--- config.mk ---
export PLATFORM = sky130hd
export DESIGN_NAME = sync_fifo_ctl
export DESIGN_NICKNAME = d
export VERILOG_FILES = /design/src/rtl/sync_fifo_ctl.sv
export SDC_FILE = /design/constraint.sdc
export NUM_CORES = 1
export LEC_CHECK = 0
export CORE_MARGIN = 2
export CORE_UTILIZATION = 35
export CTS_CLUSTER_DIAMETER = 120
export DETAILED_ROUTE_END_ITERATION = 12
export HOLD_SLACK_MARGIN = 0.12
export PLACE_DENSITY_LB_ADDON = 0.05
export REMOVE_ABC_BUFFERS = 1
export SYNTH_ARGS = -nofsm -noshare
export SYNTH_HDL_FRONTEND = slang
export SYNTH_SLANG_ARGS = --single-unit
--- constraint.sdc ---
create_clock -name clk -period 6.5 [get_ports clk]
set_input_delay 0.65 -clock clk [delete_from_list [all_inputs] [get_ports clk]]
set_output_delay 0.65 -clock clk [all_outputs]
set_load 0.03 [all_outputs]
--- src/rtl/sync_fifo_ctl.sv ---
// rtl/sync_fifo_ctl.sv - single-clock FIFO with fill level, thresholds, flush and FWFT option
//
// Ports:
//   clk            single clock, all logic on posedge
//   rst_n          synchronous reset, active low
//   flush          synchronous clear of contents, active high
//   w_en, w_in     write request and data
//   w_full         level == DEPTH
//   w_almost_full  level >= AF_THRESH
//   overflow       one-cycle pulse after a rejected write
//   r_en           read request (pop/acknowledge when FWFT=1)
//   r_out          read data (registered when FWFT=0, head word when FWFT=1)
//   r_empty        level == 0
//   r_almost_empty level <= AE_THRESH
//   underflow      one-cycle pulse after a rejected read
//   level          current word count, 0..DEPTH
module sync_fifo_ctl #(
    parameter int DATA_WIDTH = 16,
    parameter int ADDR_WIDTH = 4,
    parameter int FWFT       = 0,
    parameter int AF_THRESH  = (1 << ADDR_WIDTH) - 2,
    parameter int AE_THRESH  = 1
) (
    input  logic                  clk,
    input  logic                  rst_n,
    input  logic                  flush,
    input  logic                  w_en,
    input  logic [DATA_WIDTH-1:0] w_in,
    output logic                  w_full,
    output logic                  w_almost_full,
    output logic                  overflow,
    input  logic                  r_en,
    output logic [DATA_WIDTH-1:0] r_out,
    output logic                  r_empty,
    output logic                  r_almost_empty,
    output logic                  underflow,
    output logic [ADDR_WIDTH:0]   level
);

    localparam int DEPTH = 1 << ADDR_WIDTH;
    localparam logic [ADDR_WIDTH:0] DEPTH_L = (ADDR_WIDTH + 1)'(DEPTH);
    localparam logic [ADDR_WIDTH:0] AF_L    = (ADDR_WIDTH + 1)'(AF_THRESH);
    localparam logic [ADDR_WIDTH:0] AE_L    = (ADDR_WIDTH + 1)'(AE_THRESH);
    localparam logic [ADDR_WIDTH:0] ONE_L   = (ADDR_WIDTH + 1)'(1);

    logic [DATA_WIDTH-1:0] mem [DEPTH];

    // The extra MSB on each pointer separates full from empty when the
    // address bits coincide; pointers simply wrap modulo 2*DEPTH.
    logic [ADDR_WIDTH:0]   wr_ptr;
    logic [ADDR_WIDTH:0]   rd_ptr;
    logic [ADDR_WIDTH-1:0] wr_addr;
    logic [ADDR_WIDTH-1:0] rd_addr;

    logic                  wr_acc;
    logic                  rd_acc;
    logic [ADDR_WIDTH:0]   level_nxt;

    assign wr_addr = wr_ptr[ADDR_WIDTH-1:0];
    assign rd_addr = rd_ptr[ADDR_WIDTH-1:0];

    // Acceptance uses the registered flags only, so a full FIFO never
    // passes a word straight through even when a read happens that cycle.
    assign wr_acc = w_en & ~w_full;
    assign rd_acc = r_en & ~r_empty;

    always_comb begin
        level_nxt = level;
        case ({wr_acc, rd_acc})
            2'b10:   level_nxt = level + ONE_L;
            2'b01:   level_nxt = level - ONE_L;
            default: level_nxt = level;
        endcase
    end

    // Flags are computed from the next level so they agree with level
    // immediately after the same edge.
    always_ff @(posedge clk) begin
        if (!rst_n) begin
            wr_ptr         <= '0;
            rd_ptr         <= '0;
            level          <= '0;
            w_full         <= 1'b0;
            w_almost_full  <= 1'b0;
            r_empty        <= 1'b1;
            r_almost_empty <= 1'b1;
            overflow       <= 1'b0;
            underflow      <= 1'b0;
        end else if (flush) begin
            wr_ptr         <= '0;
            rd_ptr         <= '0;
            level          <= '0;
            w_full         <= 1'b0;
            w_almost_full  <= 1'b0;
            r_empty        <= 1'b1;
            r_almost_empty <= 1'b1;
            overflow       <= 1'b0;
            underflow      <= 1'b0;
        end else begin
            if (wr_acc) begin
                wr_ptr <= wr_ptr + ONE_L;
            end
            if (rd_acc) begin
                rd_ptr <= rd_ptr + ONE_L;
            end
            level          <= level_nxt;
            w_full         <= (level_nxt == DEPTH_L);
            w_almost_full  <= (level_nxt >= AF_L);
            r_empty        <= (level_nxt == '0);
            r_almost_empty <= (level_nxt <= AE_L);
            overflow       <= w_en & w_full;
            underflow      <= r_en & r_empty;
        end
    end

    // Storage is never cleared; stale words are unreachable once the
    // pointers are reset.
    always_ff @(posedge clk) begin
        if (rst_n && !flush && wr_acc) begin
            mem[wr_addr] <= w_in;
        end
    end

    generate
        if (FWFT != 0) begin : g_fwft
            // Head word is always visible; meaningful only while r_empty=0.
            assign r_out = mem[rd_addr];
        end else begin : g_std
            logic [DATA_WIDTH-1:0] r_out_q;

            always_ff @(posedge clk) begin
                if (!rst_n) begin
                    r_out_q <= '0;
                end else if (!flush && rd_acc) begin
                    r_out_q <= mem[rd_addr];
                end
            end

            assign r_out = r_out_q;
        end
    endgenerate

endmodule

After elaboration in Yosys (flattened, before gate mapping). Memory sizes are Yosys's and may differ from the RTL's. A register that Yosys moved wholly into a read port is not among the register bits. Index checks and enable logic that the tools add are counted.

Memories kept: 1. Memory bits (writable): 256. Register bits: 21.

Memories: mem (words 16, bits a word 16, rd ports 1, clocked after Yosys merged registers in 1, wr ports 1, line 46) `logic [DATA_WIDTH-1:0] mem [DEPTH];`.

Bitwise operators: 7. Reductions and logical operators: 7. $lt $le $gt $ge: 2. Eq/ne operators: 3. Mux-type cells: 3. Add/subtract/negate cells: 4.

Operators by type and width (number): adder 5 x 1 -> 5 bit, second input constant (3); case mux 5 bit (2 select lines) (1); == test 5 bit, second input constant (1); >= comparator 5 x 4 -> 1 bit, second input constant (1); <= comparator 5 x 1 -> 1 bit, second input constant (1); logical NOT 5 bit (1); subtractor 5 x 1 -> 5 bit, second input constant (1); bitwise AND 1 bit (4); logical AND 1 bit (3); NOT 1 bit (3); == test 2 x 1 -> 1 bit, second input constant (1); == test 2 bit, second input constant (1); logical NOT 1 bit (2); 2-to-1 mux 1 bit (2); OR reduction 2 bit (1).

Depth between registers and ports, before layout.
Word-level depth: 5. Gate-level depth with buffers: 12. Mapped depth without buffers: 10.

Worst setup path after synthesis. OpenSTA, ideal clock, no wires.

Kind: input -> register. From: input w_en. To: register w_almost_full. Required time: 6.412 ns. Stages on the path: 12. Data arrival time: 2.771 ns. Slack: 3.641 ns. Path buffers: 2. Path through: nor2b_1 -> clkbuf_1 -> inv_1 -> ha_1 -> buf_2 -> xor2_1 -> ha_1 -> a21oi_1 -> xor2_1 -> or3_1 -> and2_1 -> o32ai_2.

Cells in the longest elaborated chain, start to end: 4. Elaborated cells between the ends (all ways): 5.

Ends and longest elaborated chain: from (decl) (line 27) `input logic w_en,`; bitwise AND 1 bit (*) (line 64) `assign wr_acc = w_en & ~w_full;`; == test 2 x 1 -> 1 bit or == test 2 bit (tied branches) (line 69) `case ({wr_acc, rd_acc})`; case mux 5 bit (2 select lines) (*) (line 69); >= comparator 5 x 4 -> 1 bit (*) (line 108) `w_almost_full <= (level_nxt >= AF_L);`; to (signal assigned) (line 108); to (decl) (line 30) `output logic w_almost_full,`.

Every way passes the cells marked *; elsewhere a longest branch is shown, timed or not. A chain may end at the register's enable or synchronous reset.

Worst setup path after layout.
From: input w_en. To: register w_full.

Cells in the longest elaborated chain, start to end: 4. Elaborated cells between the ends (all ways): 5.

Ends and longest elaborated chain: bitwise AND 1 bit (*) (line 64); == test 2 x 1 -> 1 bit or == test 2 bit (tied branches) (line 69); case mux 5 bit (2 select lines) (*) (line 69); == test 5 bit (*) (line 107) `w_full <= (level_nxt == DEPTH_L);`; to (signal assigned) (line 107); to (decl) (line 29) `output logic w_full,`.

Marked as above.

==> out/metrics.cfg <==
[grt]
gr-total-overflow=0
antenna_found_initial=0
grt_max_degree=66
grt_pass1_vias=6000
grt_use_total=0.1543
grt_first_pass_wirelength_mm=37.86

[finish]
fillers=2786
final_common_cell=edfxtp_1
final_cell_mix=256 x edfxtp_1, 64 x mux4_2, 47 x clkdlybuf4s50_1
nNetsFinal=677
diodes=0
layout-drive-gt1-share=0.2262
final_core_util=0.4223
syn_to_final_growth_pct=18.73

[drt]
detail_route.wl_per_cell_um=23.25
drc_errors=0
dr_total_vias=5509
dr.pass1.iters=4
detail_route.vias_per_cell=5.129
drt_iter0_drc=288
routed_wl_mm=24.97
drtAntennaViolNets=0

[power]
combPwrFrac=0.027
p_seq_frac=0.514
p_total_w=0.003986
switchingPower_w=0.0007777
leakagePower_nw=4.084
p_sw_frac=0.1951
internal_power_w=0.003209
p_per_area_nw_per_um2=299.2
clock_power_share=0.459
ir_drop_v=0.0001341

[min_path]
min_path_type=reg -> reg

[die]
fp.dieW_um=183.1
core_um2=31560
num_rows=65
dieHeight_um=183.1
start_util=0.3557
dieArea_um2=33510
design.portCount=48

[timing]
clock-skew-final_ns=0.01126
worst_slack_ns=3.277
tightest_slew_ns=1.063
layout_min_cycle_time_ns=3.223
slew_headroom=0.2894
rsz0062_at_grt=false
timing.fmax_mhz=310.3
hold_viol_final=0
finalMaxSlewViolations=0
setup_viol=0
fin_crit_sh=0.4958
setup_tns_ns=0

[synth]
ys_types=43
synth_top_area_frac=0.6849
synth_seq_cells=291
synthCells=578
yosys_warnings=0
synthFlopType=edfxtp_1
syn_area_um2=11220
synth_edf_count=256
ys_seq_area_frac=0.7474
synth_largest_area_cell=edfxtp_1
synthTopCellsByArea=edfxtp_1 68%, mux4_2 13%, dfxtp_1 6.2%, mux2i_1 2.9%, nor2_1 1.6%
postSynthAreaPerCell_um2=19.42
synthArstFlopShare=0

[critical_path]
rr_startpoint=w_full
cp_slowest_stage_delay_ns=0.50
arrival_ns=3.62
worstPathMaxFanout=9
r2r_end=w_full
reg2reg_setup_slack_ns=3.58
start_kind=input pin
crit_chain=clkdlybuf4s50_1, nor2b_1, inv_1, ha_1, xor2_1, ha_1, nand2b_1, a21oi_1, nor4_1, xnor2_1, and4b_1
reg2reg_depth=10
crit_top_cell=ha_1
critPathCapture=w_full
required_ns=6.89
crit_slowest_cell=nor2b_1
worstSetupStartpoint=w_en
path_class=in -> reg
end_kind=register

[clock_network]
ctsHoldBuffers=0
cts.clk_slew.worst_paths_ns=0.06
htree_levels=2
cts_resized=0
cts_buffer_depth=3
numCtsBuffers=34
clkLatencyLatePin_ns=0.50
ctsRootBufferMaster=clkbuf_16
numClockSinks=291
postCtsSetupBuffers=0
cts_tree=built

[placed_design]
io_buffers=47
post-place-ws_ns=2.824
dpl.hpwl_mm=13.26
gp_congestion=0.7232

[job]
drv_cap=0

[status]
outcome=completed

layer usage:
layer / GRT usage / share of wire / vias up
met1: 0.2098 / 0.45 / 2910
met2: 0.2571 / 0.49 / 105
met3: 0.02780 / 0.038 / 37
met5: 0 / 0 / -
met4: 0.04064 / 0.020 / 0
li1: - / - / 2457
layout make-up:
cell class,count,area (µm²),share of cell area
Sequential cell,291,8394,0.6300
Clock inverter,9,96.34,0.007230
Tap cell,402,503.0,0.03775
Inverter,6,22.52,0.001690
Timing Repair Buffer,63,590.6,0.04432
Multi-Input combinational cell,252,2733,0.2051
Clock buffer,51,985.9,0.07399
critical path, delay by kind of cell:
family                   cells  cell delay (ns)
XOR/XNOR                     2             0.49
AO/OA/AOI/OAI                1             0.06
adder cells (fa/ha/maj)      2             0.56
AND/OR/NAND/NOR              4             1.21
buffers and inverters        2             0.63
registers in the layout, indices dropped and copies added, names as in the netlist:
signal and flops:
level 5, mem 256, overflow 1, r_almost_empty 1, r_empty 1, r_out 16, rd_ptr 4, underflow 1
w_almost_full 1, w_full 1, wr_ptr 4
cells in the mapped netlist, drive strengths merged, types with 2 or more instances:
cell,count
mux2i,33
clkbuf,10
and2,2
xor2,6
edfxtp,256
o21ai,18
nor2b,3
a31oi,2
xnor2,4
buf,19
nor2,48
and3,3
nand4,2
a31o,2
inv,6
nor3,2
ha,8
a21oi,20
dfxtp,35
nand3b,2
nand3,3
mux4,64
nand2b,4
nand2,11
or3,3
stage by stage:
step,area (µm²),cells,hold WS [ns]
final,13330,1074,0.4717
after global routing,13330,1074,0.5129
after CTS,13330,1074,0.4762
after detailed placement,12240,1014,0.4632
after global placement,12240,1014,0.4647
after floorplan,11090,549,0.4745
worst min-delay path by stage:
stage / slack, ns / cells past startpoint / to / from
finish: 0.47 / 2 / r_out[15] / r_out[15]
global route: 0.51 / 2 / r_out[1] / r_out[1]
CTS: 0.48 / 2 / r_out[15] / r_out[15]
detailed placement: 0.46 / 2 / r_out[15] / r_out[15]
global placement: 0.46 / 2 / r_out[15] / r_out[15]
floorplan: 0.47 / 2 / rd_ptr[1] / rd_ptr[1]
power groups by stage:
stage / registers, W / clock network (W) / logic, W
after floorplan: 0.00210 / 0 / 0.0000436
after global placement: 0.00209 / 0 / 0.000104
after detailed placement: 0.00209 / 0 / 0.000108
after CTS: 0.00205 / 0.00189 / 0.000109
after global routing: 0.00205 / 0.00197 / 0.000117
final: 0.00205 / 0.00183 / 0.000106
cells by family (layout without fill, tap and decap cells):
logic type,Yosys count,in the layout,share of synthesized area
AO/OA/AOI/OAI,49,49,0.02698
buffers and inverters,35,129,0.01405
multiplexers,98,98,0.1589
XOR/XNOR,10,10,0.007803
flip-flops,291,291,0.7474
AND/OR/NAND/NOR,87,87,0.03601
adder cells (fa/ha/maj),8,8,0.008919
(Power assumes the default switching activity.)
